[src/rtl/pong_pkg.sv]
// pong_pkg: shared Pong definitions.
//   match_state_t   - match sequencing states for paddle_serve_ctrl
//   *_DEF           - default playfield geometry shared with ball/video blocks
//   paddle_y_reset  - centered paddle top edge for a given geometry
//   PADDLE_Y_RESET  - centered paddle top edge for the default geometry
package pong_pkg;

   typedef enum logic [1:0] {
      SERVE_WAIT = 2'd0,
      PLAY       = 2'd1,
      POINT      = 2'd2,
      GAME_OVER  = 2'd3
   } match_state_t;

   localparam int FIELD_H_DEF  = 480;
   localparam int PADDLE_H_DEF = 64;
   localparam int Y_W_DEF      = 10;

   function automatic int paddle_y_reset(input int field_h, input int paddle_h);
      return (field_h - paddle_h) / 2;
   endfunction

   localparam int PADDLE_Y_RESET = paddle_y_reset(FIELD_H_DEF, PADDLE_H_DEF);

endpackage

[src/rtl/paddle_axis.sv]
// paddle_axis: one player's paddle Y.
//   Collects up/down step pulses in a saturating signed accumulator and applies
//   them once per frame as y <- clamp(y + pend*STEP, 0, FIELD_H-PADDLE_H).
// Ports:
//   clk, reset  - clock, synchronous active-high reset
//   frame_tick  - one-cycle pulse per frame; applies and clears the accumulator
//   up, down    - one-cycle step pulses (up = toward y=0)
//   recenter    - forces the paddle back to the centered position
//   y           - top edge of the paddle
module paddle_axis
   import pong_pkg::*;
#(
   parameter int FIELD_H     = FIELD_H_DEF,
   parameter int PADDLE_H    = PADDLE_H_DEF,
   parameter int STEP        = 8,
   parameter int MAX_PENDING = 7,
   parameter int Y_W         = Y_W_DEF
) (
   input  logic           clk,
   input  logic           reset,
   input  logic           frame_tick,
   input  logic           up,
   input  logic           down,
   input  logic           recenter,
   output logic [Y_W-1:0] y
);

   localparam int PW = $clog2(MAX_PENDING + 1) + 1;
   localparam int SW = Y_W + PW + $clog2(STEP + 1) + 2;

   localparam logic signed [PW:0]   PMAX_E = (PW+1)'(MAX_PENDING);
   localparam logic signed [PW:0]   ONE_E  = (PW+1)'(1);
   localparam logic signed [PW-1:0] PMAX   = PW'(MAX_PENDING);
   localparam logic signed [PW-1:0] PMIN   = -PW'(MAX_PENDING);
   localparam logic signed [SW-1:0] STEP_S = SW'(STEP);
   localparam logic signed [SW-1:0] YMAX_S = SW'(FIELD_H - PADDLE_H);
   localparam logic [Y_W-1:0]       YMAX   = Y_W'(FIELD_H - PADDLE_H);
   localparam logic [Y_W-1:0]       Y_RST  = Y_W'(paddle_y_reset(FIELD_H, PADDLE_H));

   logic [Y_W-1:0]       r_y;
   logic signed [PW-1:0] r_pend;
   logic signed [PW-1:0] w_pend_next;
   logic signed [PW:0]   w_pend_sum;
   logic signed [SW-1:0] w_sum;
   logic [Y_W-1:0]       w_y_next;

   // A pulse landing in the tick cycle starts the next frame's accumulator.
   always_comb begin
      w_pend_sum = frame_tick ? '0 : (PW+1)'(r_pend);
      if (up && !down)
         w_pend_sum = w_pend_sum - ONE_E;
      else if (down && !up)
         w_pend_sum = w_pend_sum + ONE_E;
      if (w_pend_sum > PMAX_E)
         w_pend_next = PMAX;
      else if (w_pend_sum < -PMAX_E)
         w_pend_next = PMIN;
      else
         w_pend_next = PW'(w_pend_sum);
   end

   always_comb begin
      w_sum = $signed({{(SW-Y_W){1'b0}}, r_y}) + SW'(r_pend) * STEP_S;
      if (w_sum[SW-1])
         w_y_next = '0;
      else if (w_sum > YMAX_S)
         w_y_next = YMAX;
      else
         w_y_next = w_sum[Y_W-1:0];
   end

   always_ff @(posedge clk) begin
      if (reset || recenter) begin
         r_y    <= Y_RST;
         r_pend <= '0;
      end else begin
         r_pend <= w_pend_next;
         if (frame_tick)
            r_y <= w_y_next;
      end
   end

   assign y = r_y;

endmodule

[src/rtl/paddle_serve_ctrl.sv]
// paddle_serve_ctrl: two-player paddle and serve controller for Pong.
//   Two paddle_axis instances track paddle Y; a match FSM sequences
//   serve / rally / point hold / game over from buttons and point reports.
// Ports:
//   clk, reset                 - clock, synchronous active-high reset
//   frame_tick                 - one-cycle pulse per frame
//   up_l, down_l, button_l     - left player controls
//   up_r, down_r, button_r     - right player controls
//   point_l, point_r           - one-cycle pulse, left/right player scored
//   paddle_y_l, paddle_y_r     - paddle top edges
//   score_l, score_r           - scores
//   serve_side                 - 0 = left serves, 1 = right serves
//   serve_go                   - one-cycle ball launch pulse
//   ball_enable                - ball may move/collide
//   game_over                  - high in GAME_OVER
module paddle_serve_ctrl
   import pong_pkg::*;
#(
   parameter int FIELD_H     = FIELD_H_DEF,
   parameter int PADDLE_H    = PADDLE_H_DEF,
   parameter int STEP        = 8,
   parameter int MAX_PENDING = 7,
   parameter int HOLD_FRAMES = 60,
   parameter int WIN_SCORE   = 9,
   parameter int Y_W         = Y_W_DEF
) (
   input  logic           clk,
   input  logic           reset,
   input  logic           frame_tick,
   input  logic           up_l,
   input  logic           down_l,
   input  logic           button_l,
   input  logic           up_r,
   input  logic           down_r,
   input  logic           button_r,
   input  logic           point_l,
   input  logic           point_r,
   output logic [Y_W-1:0] paddle_y_l,
   output logic [Y_W-1:0] paddle_y_r,
   output logic [3:0]     score_l,
   output logic [3:0]     score_r,
   output logic           serve_side,
   output logic           serve_go,
   output logic           ball_enable,
   output logic           game_over
);

   localparam int         HW        = $clog2(HOLD_FRAMES + 1);
   localparam logic [HW-1:0] HOLD_LAST = HW'(HOLD_FRAMES - 1);
   localparam logic [3:0] WIN       = 4'(WIN_SCORE);

   match_state_t  r_state;
   logic [HW-1:0] r_hold;
   logic [3:0]    r_score_l, r_score_r;
   logic          r_btn_l_q, r_btn_r_q;
   logic          r_serve_side, r_serve_go, r_ball_en, r_game_over;

   logic w_rise_l, w_rise_r, w_serve_rise, w_recenter;

   assign w_rise_l     = button_l && !r_btn_l_q;
   assign w_rise_r     = button_r && !r_btn_r_q;
   assign w_serve_rise = r_serve_side ? w_rise_r : w_rise_l;
   assign w_recenter   = (r_state == GAME_OVER) && (w_rise_l || w_rise_r);

   always_ff @(posedge clk) begin
      if (reset) begin
         r_state      <= SERVE_WAIT;
         r_hold       <= '0;
         r_score_l    <= '0;
         r_score_r    <= '0;
         // History of 1 keeps a button held through reset from serving.
         r_btn_l_q    <= 1'b1;
         r_btn_r_q    <= 1'b1;
         r_serve_side <= 1'b0;
         r_serve_go   <= 1'b0;
         r_ball_en    <= 1'b0;
         r_game_over  <= 1'b0;
      end else begin
         r_btn_l_q  <= button_l;
         r_btn_r_q  <= button_r;
         r_serve_go <= 1'b0;
         case (r_state)
            SERVE_WAIT: begin
               if (w_serve_rise) begin
                  r_serve_go <= 1'b1;
                  r_ball_en  <= 1'b1;
                  r_state    <= PLAY;
               end
            end
            PLAY: begin
               r_hold <= '0;
               if (point_l && point_r) begin
                  // Simultaneous points cancel: no score, same server.
                  r_ball_en <= 1'b0;
                  r_state   <= POINT;
               end else if (point_l) begin
                  r_score_l    <= r_score_l + 4'd1;
                  r_serve_side <= 1'b1;
                  r_ball_en    <= 1'b0;
                  if (r_score_l + 4'd1 == WIN) begin
                     r_game_over <= 1'b1;
                     r_state     <= GAME_OVER;
                  end else begin
                     r_state <= POINT;
                  end
               end else if (point_r) begin
                  r_score_r    <= r_score_r + 4'd1;
                  r_serve_side <= 1'b0;
                  r_ball_en    <= 1'b0;
                  if (r_score_r + 4'd1 == WIN) begin
                     r_game_over <= 1'b1;
                     r_state     <= GAME_OVER;
                  end else begin
                     r_state <= POINT;
                  end
               end
            end
            POINT: begin
               if (frame_tick) begin
                  if (r_hold == HOLD_LAST) begin
                     r_hold  <= '0;
                     r_state <= SERVE_WAIT;
                  end else begin
                     r_hold <= r_hold + 1'b1;
                  end
               end
            end
            GAME_OVER: begin
               if (w_recenter) begin
                  r_score_l    <= '0;
                  r_score_r    <= '0;
                  r_serve_side <= 1'b0;
                  r_game_over  <= 1'b0;
                  r_state      <= SERVE_WAIT;
               end
            end
            default: r_state <= SERVE_WAIT;
         endcase
      end
   end

   paddle_axis #(
      .FIELD_H(FIELD_H), .PADDLE_H(PADDLE_H), .STEP(STEP),
      .MAX_PENDING(MAX_PENDING), .Y_W(Y_W)
   ) u_axis_l (
      .clk(clk), .reset(reset), .frame_tick(frame_tick),
      .up(up_l), .down(down_l), .recenter(w_recenter), .y(paddle_y_l)
   );

   paddle_axis #(
      .FIELD_H(FIELD_H), .PADDLE_H(PADDLE_H), .STEP(STEP),
      .MAX_PENDING(MAX_PENDING), .Y_W(Y_W)
   ) u_axis_r (
      .clk(clk), .reset(reset), .frame_tick(frame_tick),
      .up(up_r), .down(down_r), .recenter(w_recenter), .y(paddle_y_r)
   );

   assign score_l     = r_score_l;
   assign score_r     = r_score_r;
   assign serve_side  = r_serve_side;
   assign serve_go    = r_serve_go;
   assign ball_enable = r_ball_en;
   assign game_over   = r_game_over;

endmodule

[config.mk]
export PLATFORM = sky130hd
export DESIGN_NAME = paddle_serve_ctrl
export DESIGN_NICKNAME = d
export VERILOG_FILES = /design/src/rtl/pong_pkg.sv /design/src/rtl/paddle_axis.sv /design/src/rtl/paddle_serve_ctrl.sv
export SDC_FILE = /design/constraint.sdc
export NUM_CORES = 1
export LEC_CHECK = 0
export CAP_MARGIN = 10
export CORE_ASPECT_RATIO = 1.75
export CORE_MARGIN = 4
export CORE_UTILIZATION = 56
export DETAILED_ROUTE_END_ITERATION = 8
export PLACE_DENSITY_LB_ADDON = 0.08
export SLEW_MARGIN = 20
export SYNTH_ARGS = -nofsm -noshare
export SYNTH_HDL_FRONTEND = slang
export SYNTH_SLANG_ARGS = --single-unit
[constraint.sdc]
create_clock -name clk -period 3 [get_ports clk]
set_clock_uncertainty 0.15 [all_clocks]
set_input_delay 0.6 -clock clk [delete_from_list [all_inputs] [get_ports clk]]
set_output_delay 0.6 -clock clk [all_outputs]
set_load 0.05 [all_outputs]
Word-level counts from Yosys, hierarchy flattened
Cells that the tools add are included.

Add/subtract/negate cells: 9. Magnitude comparators: 6. Equality and inequality tests: 18. Mux-type cells: 52. Bitwise gates (word level): 1. Reduce and logical (&&, ||, !) cells: 30.

Operators with widths (number): $gt 20x10->1 const B (2); $mux 10 (4); $mux 4 (8); $mux 5 (6); $add 11x7->12 (2); $mux 1 (16); $pmux 4 s2 (2); $mux 2 (7); $ne 2x2->1 const B (7); $mux 6 (2); $pmux 6 s2 (1); $add 5x2->5 const B (2); $gt 5x4->1 const B (2); $lt 5x4->1 const B (2); $reduce_and 5->1 (2); $sub 5x2->5 const B (2); $ne 3x3->1 const B (3); $add 4x1->4 const B (2); $eq 4x4->1 const B (2); $logic_and 1x1->1 (8); $pmux 2 s4 (1); $reduce_and 4->1 (2); $add 6x1->6 const B (1); $eq 6x6->1 const B (1); other kinds (15) (29).

Bits in registers: 50. Bits of input ports: 11. Output and inout bits: 32. Word-level logic and storage cells: 132.

Depth between registers and ports, before layout
Word-level depth: 7. Mapped depth: 11. Depth with buffers taken out: 10.

Hierarchy
A second synthesis with hierarchy kept.

Cell total of the unflattened synthesis: 395. Area, all modules: 3357.0 sq um.

By module, submodules not included: paddle_axis (times used 2, cells each 130, area each 1082.3 sq um, seq. area each 220.2 sq um); paddle_serve_ctrl (times used 1, cells each 135, area each 1192.4 sq um, seq. area each 440.4 sq um).

Least setup slack after synthesis
OpenSTA, ideal clock, no wires.

Kind: register to register. Start point: register u_axis_l.r_y[3], in the netlist u_axis_l.y[3]. End point: register u_axis_l.r_y[4], in the netlist u_axis_l.y[4]. Setup time: 0.122 ns. Arrival: 2.484 ns. Required time: 2.728 ns. Path slack: 0.244 ns. Stages on the path, launching flop included: 9. Path buffers: 0. Period minus slack after synthesis: 2.756 ns. Path through: dfxtp_1 ha_1 fa_1 a21o_1 a2111oi_4 o221ai_1 a31oi_4 a311oi_1 a221o_1.

Word-level cells in the longest chain between the ends: 4.

RTL lines: start: declaration (RTL line paddle_axis.sv:40) `logic [Y_W-1:0] r_y;`; start signal: assignment (RTL line paddle_axis.sv:79) `r_y <= w_y_next;`; $add 11x7->12 * (RTL line paddle_axis.sv:63) `w_sum = $signed({{(SW-Y_W){1'b0}}, r_y}) + SW'(r_pend) * STEP_S;`; $gt 20x10->1 (RTL line paddle_axis.sv:66) `else if (w_sum > YMAX_S)`; $mux 10 (RTL line paddle_axis.sv:66); $mux 10 * (RTL line paddle_axis.sv:64) `if (w_sum[SW-1])`.

Every way passes the cells marked *; elsewhere a longest branch is shown, timed or not. A chain may end at the register's enable or synchronous reset.

Final worst setup path
Start point: register u_axis_r.r_y[3], in the netlist u_axis_r.y[3]. End point: register u_axis_r.r_y[3], in the netlist u_axis_r.y[3].

Word-level cells in the longest chain between the ends: 4.

RTL lines (RTL line): start: declaration (paddle_axis.sv:40); start signal: assignment (paddle_axis.sv:79); $add 11x7->12 * (paddle_axis.sv:63); $gt 20x10->1 (paddle_axis.sv:66); $mux 10 (paddle_axis.sv:66); $mux 10 * (paddle_axis.sv:64).

Marks and branches as above.

==> summary.md <==
| Metric | Value |
|---|---|
| Clock root cell | `clkbuf_8` |
| Min-delay src | `ball_enable$_SDFFE_PP0P_` |
| Vias in the first global route | `2821` |
| RePlAce Congestion | `~0.91` |
| H-Tree Depth | `2` |
| Worst skew pair latency | `0.29 ns` |
| Final Util | `between 60 and 70%` |
| Filler cells | `503` |
| DP HPWL | `5740 µm` |
| Crit path capture type | `flop` |
| WS Path Type | `flop to flop` |
| Hold Crit Class | `flop to flop` |
| Fin crit period | `2.78 ns` |
| Row count | `36` |
| Post-synthesis sequential area ratio | `27.8%` |
| Tcrit/Tclk final | `92.7%` |
| Port bufs | `36` |
| Delay-heaviest family, CP | `compound AO/OA/AOI/OAI gates` |
| Worst-path clk slew | `0.09 ns` |
| Synthesized flop and latch total | `44` |
| LEAKAGE | `1.49 nW` |
| Critical path data required time | `3.09 ns` |
| Die width | `64.8 µm` |
| Total Wirelength | `7380 µm` |
| CTS tree | `done` |
| N_diodes | `0` |
| Crit path buffers/inverters | `0` |
| Slowest stage delay, CP | `between 0.4 and 0.5 ns` |
| Critical Path Slowest Stage Cell | `fa_1` |
| Critical Path Stages | `8` |
| Final net count | `~450` |
| Avg WL per Cell | `15.0 µm` |
| Mean Syn Cell Area | `~8.4 µm²` |
| Overall global routing resource usage | `22.3%` |
| Number of DRC markers in iteration 0 | `158` |
| Max-slew violation count | `0` |
| Setup tns final | `0 ns` |
| Number of iterations in the first detailed-routing pass | `4` |
| IO Count | `43` |
| Fin. Hold Viols | `0` |
| Cells on worst reg2reg path | `8` |
| Combinational share of power | `between 30 and 40%` |
| Share of cells above drive strength 1 | `between 7 and 8%` |
| Met2 usage | `42.6%` |
| Grt met3 use | `3.45%` |
| Initial antenna violation count | `0` |
| Busiest grt layer | `met2` |
| Post-route DRC | `0` |
| Core Region | `5540 µm²` |
| Status | `finished clean` |
| Overall power | `1.88 mW` |
| Setup bufs post-CTS | `0` |
| Synth unique cells | `63` |
| Largest net degree at the start of global routing | `22` |
| Peak VDD IR | `439 µV` |
| Pwr/cell area | `511 nW/µm²` |
| CTS Buf Count | `5` |
| Synthesized cell area | `between 3000 and 4000 µm²` |
| Crit-path cells | `ha_1 -> fa_1 -> a211oi_2 -> o21ai_2 -> a21oi_1 -> nand3_1 -> a2111oi_4 -> a31o_1` |
| Reg2Reg Launch Point | `u_axis_r.y[3]$_SDFFE_PP0P_` |
| Chip Height | `107 µm` |
| M1 GR Usage | `22.9%` |
| F_max | `0.359 GHz` |
| Clock Power Share | `24.4%` |
| Routed Antenna Nets | `0` |
| CP Launch Point | `u_axis_r.y[3]$_SDFFE_PP0P_` |
| Vias post-DR | `2891` |
| Clock buffer depth | `2` |
| CP Data Arrival Time | `2.87 ns` |
| Slew HR | `approximately 65%` |
| Pint | `1.16 mW` |
| Die ar. | `6970 µm²` |
| Startpoint class of the critical path | `flop` |
| Global-route wire length before repair | `around 12000 µm` |
| CTS-repair resized insts | `0` |
| Hold Path Depth | `2` |
| RSZ-0062 raised after global routing | `no` |
| Cts-stage hold buffer count | `0` |
| NetSw | `about 0.72 mW` |
| Clk sink count | `44` |
| Initial Util | `57.2%` |
| Worst Max-Slew Pin Slew | `around 0.52 ns` |
| Critical path peak fanout | `4` |
| Seq pwr share | `between 30% and 40%` |
| Top_reg_cell synth | `dfxtp_1` |
| Max cap viols | `0` |
| Grt total ovfl | `0` |
| Post-synth EDFFs | `0` |
| Finish-stage setup viols | `0` |
| Post-Synthesis Cells | `378` |
| Switching Fraction | `38.2%` |
| Ys Warns | `0` |
| Synthesis-to-finish area growth | `15.8%` |
| Vias/cell | `around 5.9` |
| Post-synthesis async set-or-reset flop share | `0%` |
[area by class of cell]
type	count	area, µm²	share of cell area, %
multi-input cells	299	2090	57.1
flip-flops and latches	44	881	24.0
repair buffers	41	398	10.9
well taps	76	95.1	2.59
inverters	23	86.3	2.35
clock buffers	5	68.8	1.88
clock inverters	3	42.5	1.16
[stage by stage]
stage / instances / worst slack (ns) / instance area, µm² / hold WS [ns]
final: 491 / 0.218 / 3670 / 0.313
after global routing: 491 / 0.0415 / 3670 / 0.344
after CTS: 491 / 0.210 / 3670 / 0.317
after detailed placement: 483 / 0.220 / 3550 / 0.304
after global placement: 483 / 0.279 / 3550 / 0.299
after floorplan: 383 / 0.244 / 3190 / 0.308
[final timing paths]
check,endpoint,slack [ns]
worst min register to register,ball_enable$_SDFFE_PP0P_,0.31
worst max-delay path,u_axis_r.y[3]$_SDFFE_PP0P_,0.22
worst min-delay path,ball_enable$_SDFFE_PP0P_,0.31
worst max register to register,u_axis_r.y[3]$_SDFFE_PP0P_,0.22
[worst reg2reg max path, cell delays in order (launching register included)]
cell	delay, ns
dfxtp_1	0.34
ha_1	0.23
fa_1	0.45
a211oi_2	0.35
o21ai_2	0.15
a21oi_1	0.30
nand3_1	0.18
a2111oi_4	0.40
a31o_1	0.20
[sequential cells by signal, indices dropped and copies added (netlist names)]
| register | flops |
|---|---|
| r_btn_r_q | 1 |
| serve_go | 1 |
| r_hold | 6 |
| u_axis_l.y | 7 |
| ball_enable | 1 |
| score_r | 4 |
| game_over | 1 |
| u_axis_r.y | 7 |
| r_btn_l_q | 1 |
| u_axis_l.r_pend | 4 |
| u_axis_r.r_pend | 4 |
| score_l | 4 |
| r_state | 2 |
| serve_side | 1 |
[layout by cell type, fill, tap and decap left out, drive strengths merged, types with 4 or more instances in the layout]
master         Yosys  final
mux2i              6      6
ha                25     25
nor2              29     29
nor3               7      7
nor3b              4      4
clkbuf            10      5
buf                7      5
nand3b             4      4
clkdlybuf4s50      0     36
nand2b             6      6
nand2             32     32
a221o              4      4
dfxtp             44     44
conb               1      6
a211oi             7      7
a31oi             10     10
o21bai             6      6
a21o               9      9
xor2              10     10
a21oi             31     31
inv               23     23
nand3             13     13
nor2b              7      7
nand4              4      4
o21ai             20     20
or3                4      4
xnor2             17     17
[Yosys cell counts (all sizes together), types with 2 or more instances]
library cell / count / area, µm²
dfxtp: 44 / 881
nand2: 32 / 120
a21oi: 31 / 155
nor2: 29 / 109
ha: 25 / 313
inv: 23 / 86.3
o21ai: 20 / 104
xnor2: 17 / 149
nand3: 13 / 65.1
a31oi: 10 / 83.8
clkbuf: 10 / 67.6
xor2: 10 / 87.6
a21o: 9 / 70.1
a211oi: 7 / 62.6
buf: 7 / 56.3
nor2b: 7 / 43.8
nor3: 7 / 35.0
mux2i: 6 / 60.1
nand2b: 6 / 37.5
o21bai: 6 / 45.0
a221o: 4 / 40.0
nand3b: 4 / 30.0
nand4: 4 / 25.0
nor3b: 4 / 30.0
or3: 4 / 30.0
a22oi: 3 / 22.5
and2: 3 / 21.3
o21a: 3 / 22.5
a2111oi: 2 / 55.1
a221oi: 2 / 17.5
a311o: 2 / 20.0
a311oi: 2 / 17.5
fa: 2 / 40.0
o211ai: 2 / 20.0
o221ai: 2 / 17.5
or2: 2 / 12.5
[layer usage]
metal	vias up	routed length, µm
met5	-	0
met4	0	266
met3	23	283
met2	78	4140
met1	1368	2690
li1	1422	-
[power groups by stage]
stage / Clock [mW] / Combinational (mW) / Sequential [mW]
after floorplan: 0 / 0.456 / 0.784
after global placement: 0 / 0.714 / 0.696
after detailed placement: 0 / 0.724 / 0.698
after CTS: 0.466 / 0.731 / 0.684
after global routing: 0.492 / 0.799 / 0.693
final: 0.458 / 0.733 / 0.684
[cell families (layout without fill, tap and decap cells)]
kind of cell | count (synthesis) | count (layout) | synth area share, %
buf+inv | 40 | 72 | 6.64
compound gates | 114 | 114 | 26.2
mux | 7 | 7 | 2.25
simple gates | 118 | 118 | 18.3
fa+ha+maj | 27 | 27 | 11.1
flops | 44 | 44 | 27.8
other cells | 1 | 6 | 0.118
xor+xnor | 27 | 27 | 7.47
Note: power is estimated with default switching activity, not from simulation.
